## src/rtl/bmp_pkg.sv

```systemverilog
// Shared encodings and BMP header layout for the framebuffer loader.
package bmp_pkg;

  typedef enum logic [2:0] {
    S_IDLE, S_WAIT_FILE, S_HEADER, S_SKIP, S_PIXEL, S_PAD, S_DONE, S_ERR
  } state_t;

  localparam logic [2:0] ERR_NONE    = 3'd0;
  localparam logic [2:0] ERR_SIG     = 3'd1;
  localparam logic [2:0] ERR_SIZE    = 3'd2;
  localparam logic [2:0] ERR_BPP     = 3'd3;
  localparam logic [2:0] ERR_COMP    = 3'd4;
  localparam logic [2:0] ERR_OFFSET  = 3'd5;
  localparam logic [2:0] ERR_TIMEOUT = 3'd6;

  localparam logic [3:0] ST_IDLE    = 4'h0;
  localparam logic [3:0] ST_SD_OK   = 4'h1;
  localparam logic [3:0] ST_HEADER  = 4'h2;
  localparam logic [3:0] ST_LOADING = 4'h3;
  localparam logic [3:0] ST_DISPLAY = 4'h4;
  localparam logic [3:0] ST_ERROR   = 4'hE;

  localparam int unsigned OFS_OFFSET = 10;
  localparam int unsigned OFS_WIDTH  = 18;
  localparam int unsigned OFS_HEIGHT = 22;
  localparam int unsigned OFS_BPP    = 28;
  localparam int unsigned OFS_COMP   = 30;
  localparam int unsigned HDR_LEN    = 54;

  localparam logic [7:0] SIG0 = 8'h42;
  localparam logic [7:0] SIG1 = 8'h4D;

endpackage

```

## src/rtl/bmp_load_ctrl_hdr_parse.sv

```systemverilog
// bmp_hdr_parse: captures the 54-byte BMP header and reports the first failing check.
module bmp_hdr_parse
  import bmp_pkg::*;
#(
  parameter int H_ACTIVE = 640,
  parameter int V_ACTIVE = 480
) (
  input  logic        clk,
  input  logic        rstn,
  input  logic        clr,
  input  logic        cap,
  input  logic [31:0] byte_idx,
  input  logic [7:0]  data,
  output logic [31:0] offset,
  output logic        top_down,
  output logic [1:0]  pad,
  output logic        valid,
  output logic [2:0]  err_code
);

  logic [7:0]  sig0, sig1;
  logic [31:0] width, height, comp, abs_h;
  logic [15:0] bpp;
  logic [31:0] rel_ofs, rel_w, rel_h, rel_bpp, rel_comp;

  // Unsigned wrap makes bytes before a field look out of range.
  assign rel_ofs  = byte_idx - 32'(OFS_OFFSET);
  assign rel_w    = byte_idx - 32'(OFS_WIDTH);
  assign rel_h    = byte_idx - 32'(OFS_HEIGHT);
  assign rel_bpp  = byte_idx - 32'(OFS_BPP);
  assign rel_comp = byte_idx - 32'(OFS_COMP);

  always_ff @(posedge clk or negedge rstn) begin
    if (!rstn) begin
      sig0 <= '0; sig1 <= '0; offset <= '0; width <= '0;
      height <= '0; bpp <= '0; comp <= '0;
    end else if (clr) begin
      sig0 <= '0; sig1 <= '0; offset <= '0; width <= '0;
      height <= '0; bpp <= '0; comp <= '0;
    end else if (cap) begin
      if (byte_idx == 32'd0) sig0 <= data;
      if (byte_idx == 32'd1) sig1 <= data;
      if (rel_ofs  < 32'd4) offset[{rel_ofs[1:0], 3'b000} +: 8] <= data;
      if (rel_w    < 32'd4) width[{rel_w[1:0], 3'b000} +: 8]    <= data;
      if (rel_h    < 32'd4) height[{rel_h[1:0], 3'b000} +: 8]   <= data;
      if (rel_bpp  < 32'd2) bpp[{rel_bpp[0], 3'b000} +: 8]      <= data;
      if (rel_comp < 32'd4) comp[{rel_comp[1:0], 3'b000} +: 8]  <= data;
    end
  end

  assign abs_h    = height[31] ? (~height + 32'd1) : height;
  assign top_down = height[31];
  assign pad      = width[1:0];
  assign valid    = (err_code == ERR_NONE);

  always_comb begin
    err_code = ERR_NONE;
    if (sig0 != SIG0 || sig1 != SIG1)
      err_code = ERR_SIG;
    else if (width != 32'(H_ACTIVE) || abs_h != 32'(V_ACTIVE))
      err_code = ERR_SIZE;
    else if (bpp != 16'd24)
      err_code = ERR_BPP;
    else if (comp != 32'd0)
      err_code = ERR_COMP;
    else if (offset < 32'(HDR_LEN))
      err_code = ERR_OFFSET;
  end

endmodule

```

## src/rtl/bmp_load_ctrl.sv

```systemverilog
// bmp_load_ctrl: streams a 24-bit BMP from the SD reader into the framebuffer,
// validating the header and mapping rows to linear write addresses.
//
// state     | meaning
// IDLE      | waiting for start; status shows card readiness
// WAIT_FILE | armed, waiting for the reader to open the file
// HEADER    | capturing and validating bytes 0..53
// SKIP      | dropping bytes up to the pixel-data offset
// PIXEL     | assembling B,G,R triples into framebuffer writes
// PAD       | dropping row padding bytes
// DONE      | frame complete, held
// ERR       | load aborted, err_code held
module bmp_load_ctrl
  import bmp_pkg::*;
#(
  parameter int          H_ACTIVE       = 640,
  parameter int          V_ACTIVE       = 480,
  parameter int          ADDR_WIDTH     = 19,
  parameter int unsigned TIMEOUT_CYCLES = 50_000_000
) (
  input  logic                  clk,
  input  logic                  rstn,
  input  logic                  start,
  input  logic                  card_ok,
  input  logic                  file_found,
  input  logic                  outen,
  input  logic [7:0]            outbyte,
  output logic                  fb_we,
  output logic [ADDR_WIDTH-1:0] fb_addr,
  output logic [23:0]           fb_data,
  output logic                  busy,
  output logic                  done,
  output logic                  error,
  output logic [2:0]            err_code,
  output logic [3:0]            status
);

  localparam int TW = $clog2(TIMEOUT_CYCLES + 1);
  localparam logic [ADDR_WIDTH-1:0] H_STEP   = ADDR_WIDTH'(H_ACTIVE);
  localparam logic [ADDR_WIDTH-1:0] BASE_BU  = ADDR_WIDTH'((V_ACTIVE - 1) * H_ACTIVE);
  localparam logic [ADDR_WIDTH-1:0] COL_LAST = ADDR_WIDTH'(H_ACTIVE - 1);
  localparam logic [ADDR_WIDTH-1:0] ROW_LAST = ADDR_WIDTH'(V_ACTIVE - 1);
  localparam logic [ADDR_WIDTH-1:0] A_ONE    = ADDR_WIDTH'(1);

  state_t state, state_nx;

  logic [31:0]           byte_idx;
  logic [1:0]            phase, pad_cnt;
  logic [ADDR_WIDTH-1:0] col, row_cnt, row_base;
  logic [TW-1:0]         tmo_cnt;
  logic [7:0]            pix_b, pix_g;
  logic [3:0]            status_nx;

  logic [31:0] hdr_offset;
  logic        hdr_top_down, hdr_valid;
  logic [1:0]  hdr_pad;
  logic [2:0]  hdr_err;

  logic in_load, take, restart, hdr_last, row_end, frame_end, tmo_hit, load_fault;

  assign in_load    = (state == S_HEADER) || (state == S_SKIP) ||
                      (state == S_PIXEL)  || (state == S_PAD);
  assign take       = in_load && outen && file_found;
  assign restart    = start && ((state == S_IDLE) || (state == S_DONE) || (state == S_ERR));
  assign hdr_last   = (state == S_HEADER) && take && (byte_idx == 32'(HDR_LEN - 1));
  assign row_end    = (state == S_PIXEL) && take && (phase == 2'd2) && (col == COL_LAST);
  assign frame_end  = row_end && (row_cnt == ROW_LAST);
  assign tmo_hit    = in_load && !take && (tmo_cnt == TW'(1));
  assign load_fault = in_load && (!file_found || tmo_hit);

  bmp_hdr_parse #(.H_ACTIVE(H_ACTIVE), .V_ACTIVE(V_ACTIVE)) u_hdr (
    .clk      (clk),
    .rstn     (rstn),
    .clr      (restart),
    .cap      ((state == S_HEADER) && take),
    .byte_idx (byte_idx),
    .data     (outbyte),
    .offset   (hdr_offset),
    .top_down (hdr_top_down),
    .pad      (hdr_pad),
    .valid    (hdr_valid),
    .err_code (hdr_err)
  );

  always_ff @(posedge clk or negedge rstn) begin
    if (!rstn) begin
      state  <= S_IDLE;
      status <= ST_IDLE;
    end else begin
      state  <= state_nx;
      status <= status_nx;
    end
  end

  always_comb begin
    state_nx = state;
    case (state)
      S_IDLE:      if (start) state_nx = S_WAIT_FILE;
      S_WAIT_FILE: if (file_found) state_nx = S_HEADER;
      S_HEADER:
        if (hdr_last) begin
          if (!hdr_valid)                     state_nx = S_ERR;
          else if (hdr_offset == 32'(HDR_LEN)) state_nx = S_PIXEL;
          else                                state_nx = S_SKIP;
        end
      S_SKIP:      if (take && byte_idx == hdr_offset - 32'd1) state_nx = S_PIXEL;
      S_PIXEL:
        if (frame_end)                      state_nx = S_DONE;
        else if (row_end && hdr_pad != 2'd0) state_nx = S_PAD;
      S_PAD:       if (take && pad_cnt == 2'd1) state_nx = S_PIXEL;
      default:     if (start) state_nx = S_WAIT_FILE;
    endcase
    if (load_fault) state_nx = S_ERR;
  end

  always_comb begin
    busy  = (state == S_WAIT_FILE) || in_load;
    done  = (state == S_DONE);
    error = (state == S_ERR);
    case (state_nx)
      S_IDLE:                   status_nx = card_ok ? ST_SD_OK : ST_IDLE;
      S_WAIT_FILE, S_HEADER:    status_nx = ST_HEADER;
      S_SKIP, S_PIXEL, S_PAD:   status_nx = ST_LOADING;
      S_DONE:                   status_nx = ST_DISPLAY;
      default:                  status_nx = ST_ERROR;
    endcase
  end

  always_ff @(posedge clk or negedge rstn) begin
    if (!rstn) begin
      byte_idx <= '0; phase <= '0; pad_cnt <= '0; col <= '0; row_cnt <= '0;
      row_base <= '0; tmo_cnt <= '0; pix_b <= '0; pix_g <= '0;
      fb_we <= 1'b0; fb_addr <= '0; fb_data <= '0; err_code <= ERR_NONE;
    end else begin
      fb_we <= 1'b0;
      if (restart) begin
        byte_idx <= '0; phase <= '0; pad_cnt <= '0; col <= '0; row_cnt <= '0;
        row_base <= '0; tmo_cnt <= '0; err_code <= ERR_NONE;
      end else begin
        if ((state == S_WAIT_FILE && file_found) || take)
          tmo_cnt <= TW'(TIMEOUT_CYCLES);
        else if (in_load && tmo_cnt != '0)
          tmo_cnt <= tmo_cnt - TW'(1);
        if (take) byte_idx <= byte_idx + 32'd1;
        if (hdr_last) row_base <= hdr_top_down ? '0 : BASE_BU;
        if (state == S_PIXEL && take) begin
          case (phase)
            2'd0: begin pix_b <= outbyte; phase <= 2'd1; end
            2'd1: begin pix_g <= outbyte; phase <= 2'd2; end
            default: begin
              fb_we   <= 1'b1;
              fb_data <= {outbyte, pix_g, pix_b};
              fb_addr <= row_base + col;
              phase   <= 2'd0;
              if (col == COL_LAST) begin
                col      <= '0;
                row_cnt  <= row_cnt + A_ONE;
                row_base <= hdr_top_down ? row_base + H_STEP : row_base - H_STEP;
                pad_cnt  <= hdr_pad;
              end else begin
                col <= col + A_ONE;
              end
            end
          endcase
        end
        if (state == S_PAD && take) pad_cnt <= pad_cnt - 2'd1;
        if (state_nx == S_ERR && state != S_ERR)
          err_code <= load_fault ? ERR_TIMEOUT : hdr_err;
      end
    end
  end

endmodule

```

## config.mk

```make
export PLATFORM = sky130hd
export DESIGN_NAME = bmp_load_ctrl
export DESIGN_NICKNAME = d
export VERILOG_FILES = /design/src/rtl/bmp_pkg.sv /design/src/rtl/bmp_load_ctrl_hdr_parse.sv /design/src/rtl/bmp_load_ctrl.sv
export SDC_FILE = /design/constraint.sdc
export NUM_CORES = 1
export LEC_CHECK = 0
export ABC_AREA = 1
export BUFFER_PORTS_ARGS = -buffer_cell sky130_fd_sc_hd__buf_4
export CAP_MARGIN = 20
export CORE_MARGIN = 2
export CORE_UTILIZATION = 34
export CTS_BUF_LIST = sky130_fd_sc_hd__clkbuf_2
export CTS_CLUSTER_SIZE = 14
export DETAILED_ROUTE_END_ITERATION = 7
export GPL_ROUTABILITY_DRIVEN = 0
export PLACE_DENSITY_LB_ADDON = 0.3
export RECOVER_POWER = 50
export SYNTH_ARGS = -nofsm -noshare
export SYNTH_HDL_FRONTEND = slang
export SYNTH_HIERARCHICAL = 1
export SYNTH_SLANG_ARGS = --single-unit
```

## constraint.sdc

```tcl
create_clock -name clk -period 4.15 [get_ports clk]
set_input_delay 0.415 -clock clk [delete_from_list [all_inputs] [get_ports clk]]
set_output_delay 0.415 -clock clk [all_outputs]
set_load 0.02 [all_outputs]
```

==> summary.txt <==
Outcome
  – Status: finished with violations
  – Failing checks: capacitance limit, slew limit

Layout
  – Commonest non-fill, non-tap cell in the layout: nand2_1
  – NumNets Final: ~3800
  – Non-filler cells, final: ~4700
  – Ratio of cells with drive above 1 in the final layout: 0.113
  – Area Growth Syn to Fin: 10.4%
  – Final Core Density: 0.378
  – Most frequent cells in the layout: nand2_1 (1062), nor2_1 (448), inv_1 (356), dfrtp_1 (348), nand3_1 (207)
  – Final Cell Area: 0.0269 sq mm

CTS
  – Max clock buf depth: 3
  – CTS Sinks: 349
  – CTS tree: yes
  – H-tree depth: 3
  – Root Driver: clkbuf_2
  – Worst-skew pair later-pin latency: ~1100 ps
  – CTS Buf Count: 94
  – Post-CTS Repair Setup Buffers: 0
  – Reg clk slew, reported paths: approximately 120 ps

Global route
  – GR Util met1: 0.314
  – GRT Total Usage: 0.226
  – Met3 Resource Use GR: 0.0398
  – Initial antenna violation count: 1
  – Grt total ovfl: 0
  – Largest net degree at the start of global routing: around 110
  – First-pass GRT wire length: ~130000 microns
  – Vias in the first global route: 23200
  – Most Used Layer, Global Route: met2
  – Met2 Use GR: 0.342

Power
  – Overall Power: 10.3 mW
  – Power Dens Cells: around 380 mW/mm^2
  – Switch Pwr: roughly 4.6 mW
  – P_int: around 5.7 mW
  – Combinational power share: 0.367
  – Leak pwr: 14.3 nW
  – Sequential share of power: 0.396
  – Clock share of power: 0.237
  – Switching share of total power: 0.450
  – Worst IR drop on VDD: ~0.29 mV

Yosys
  – Synthesized flop and latch total: roughly 350
  – Post-Syn Instances: 3570
  – Area share of the largest cell type after synthesis: 0.358
  – Area contributors post-synth: dfrtp_1 (36%), nand2_1 (16%), nor2_1 (7.0%)
  – Synth area leader: dfrtp_1
  – Syn nets: between 3000 and 4000
  – Ys flop type: dfrtp_1
  – Mean area per synthesized cell: between 6 and 7 sq um
  – Yosys synthesis warning count: 6
  – Syn Std Cell Area: 0.0244 sq mm
  – Number of synthesized flops with an enable pin: 0
  – Synth unique cells: 70
  – Fraction of registers with async set/reset: 1.00
  – Post-synthesis sequential area ratio: 0.358

Route
  – Drc violations: 0
  – Vias/cell: roughly 5.2
  – DRT Pass-1 Iters: 6
  – 1st-iter DRT viols: 2583
  – Vias: between 20000 and 25000
  – WL/cell: ~18 microns
  – WL final: around 84000 microns
  – Post-route ant nets: 0

Placement
  – # placed instances: 4539
  – Placed inst area: 0.0260 sq mm
  – Port-buffer cells: 67
  – DPL Wire Length: 61900 microns

Critical path
  – Worst setup path endpoint: byte_idx[30]
  – Reg2Reg Setup Slack: 310 ps
  – RR Startpoint: byte_idx[0]
  – Critical path class: flip-flop to flip-flop
  – CP endpoint kind: flip-flop
  – FF-to-FF path depth: 15
  – Worst-path fanout max: 40
  – Worst r2r dst: byte_idx[30]
  – Worst path required time: between 5000 and 6000 ps
  – Worst path arrival time: around 4800 ps
  – Worst setup SP type: flip-flop
  – Crit path launch: byte_idx[0]

STA
  – Post-layout min period: ~3800 ps
  – # setup viols final: 0
  – Slew headroom: -0.937
  – Fmax achieved: around 0.26 GHz
  – Count of pins over their slew limit: ~370
  – Period utilisation layout: 0.926
  – Setup Skew: roughly 93 ps
  – Worst hold slack: between 200 and 250 ps
  – Slew @ Worst Pin: 2910 ps
  – Final hold vios: 0

Worst hold path
  – Min-delay worst type: input pin to flip-flop

Floorplanning
  – Die area: roughly 0.074 sq mm
  – Die X: 272 microns
  – Core ar.: between 0.07 and 0.08 sq mm
  – # IOs: slightly below 70
  – # rows: 98
  – Initial Util: 0.343
  – Die H: around 270 microns

Flow run
  – Maxcap violations: 5
## Yosys cell counts, types with 9 or more instances
cell and number:
nand2_1 1063, nand3b_1 22, xor2_1 70, a21oi_1 95, inv_1 357, nand2_4 12, or2_2 14, o21ai_1 18
clkbuf_1 60, xnor2_1 20, nand4_1 196, nor2_1 452, dfrtp_1 349, nor2_4 33, buf_1 11, nand2_2 40
buf_4 15, o21ai_0 181, buf_6 10, nor4_1 52, nor3_1 79, inv_2 18, buf_2 9, nand3_1 208
nor2_2 30, ha_1 46
## kinds of logic after synthesis
| logic type | Yosys count | share of synthesized area |
|---|---|---|
| compound gates | 366 | 0.0840 |
| xor+xnor | 93 | 0.0351 |
| fa+ha+maj | 48 | 0.0252 |
| buf+inv | 487 | 0.0810 |
| flops | 349 | 0.358 |
| mux | 1 | 0.000410 |
| simple gates | 2226 | 0.416 |
## state kept, by name, indices dropped and copies added (netlist names), 8 cells and up
name          flops
byte_idx         32
u_hdr/comp       32
u_hdr/height     32
u_hdr/offset     32
u_hdr/width      32
tmo_cnt          26
fb_data          24
col              19
fb_addr          19
row_base         19
row_cnt          19
u_hdr/bpp        16
pix_b             8
pix_g             8
u_hdr/sig0        8
u_hdr/sig1        8
## area by class of cell
| type | instances | area (sq um) |
|---|---|---|
| timing repair buffer | 141 | 1030 |
| antenna | 1 | 2.50 |
| tap | 950 | 1190 |
| clock buffer | 131 | 656 |
| multi-input combinational | 2734 | 13700 |
| clock inverter | 30 | 163 |
| sequential | 349 | 8730 |
| inverter | 381 | 1440 |
| fill | 7712 | 44300 |
## power groups by stage
stage                     sequential, mW  clock [mW]  combinational (mW)
final                               4.09        2.44                3.78
after global routing                4.14        2.72                4.16
after CTS                           4.08        2.54                3.78
after detailed placement            4.15           0                3.74
after global placement              4.14           0                3.73
after floorplan                     4.12           0                2.40
## worst max-delay path: stages (launching register included)
cell and delay (ps):
dfrtp_1 450, clkbuf_1 1440, ha_1 430, nand3_4 120
nor2_4 170, nand4_4 130, nor2_4 150, nand2_2 90
nor2_4 110, nand2_2 90, nor2_4 110, nand3_4 100
nor2_4 130, nand3_1 80, nand2_1 70, a21oi_1 40
## timing repair
| item | CTS | global route |
|---|---|---|
| endpoints found under the hold margin | 570 | 0 |
| resized for setup | 0 | 10 |
| endpoints found under the setup margin | 0 | 1 |
| hold buffers | 16 | 0 |
## metrics by stage
| step | setup TNS [ps] | setup WS (ps) |
|---|---|---|
| global placement | 0 | 633 |
| detailed placement | 0 | 630 |
| finish | 0 | 306 |
| global route | -6.12 | -6.12 |
| CTS | 0 | 101 |
| floorplan | 0 | 1240 |
## worst min-delay path by stage
stage,start,end,cells past startpoint
global route,outbyte[0],fb_data[16],4
floorplan,rstn,byte_idx[0],0
global placement,rstn,pix_b[2],1
CTS,outbyte[0],fb_data[16],4
finish,outbyte[0],fb_data[16],4
detailed placement,rstn,pix_b[2],1
## routing by layer
layer / wire [microns] / vias up / part of all wire
met3: 6400 / 192 / 0.076
met5: 0 / - / 0
met2: 36500 / 969 / 0.44
met4: 3710 / 0 / 0.044
li1: - / 12000 / -
met1: 37100 / 11600 / 0.44
Power figures use the tool's default switching activity.
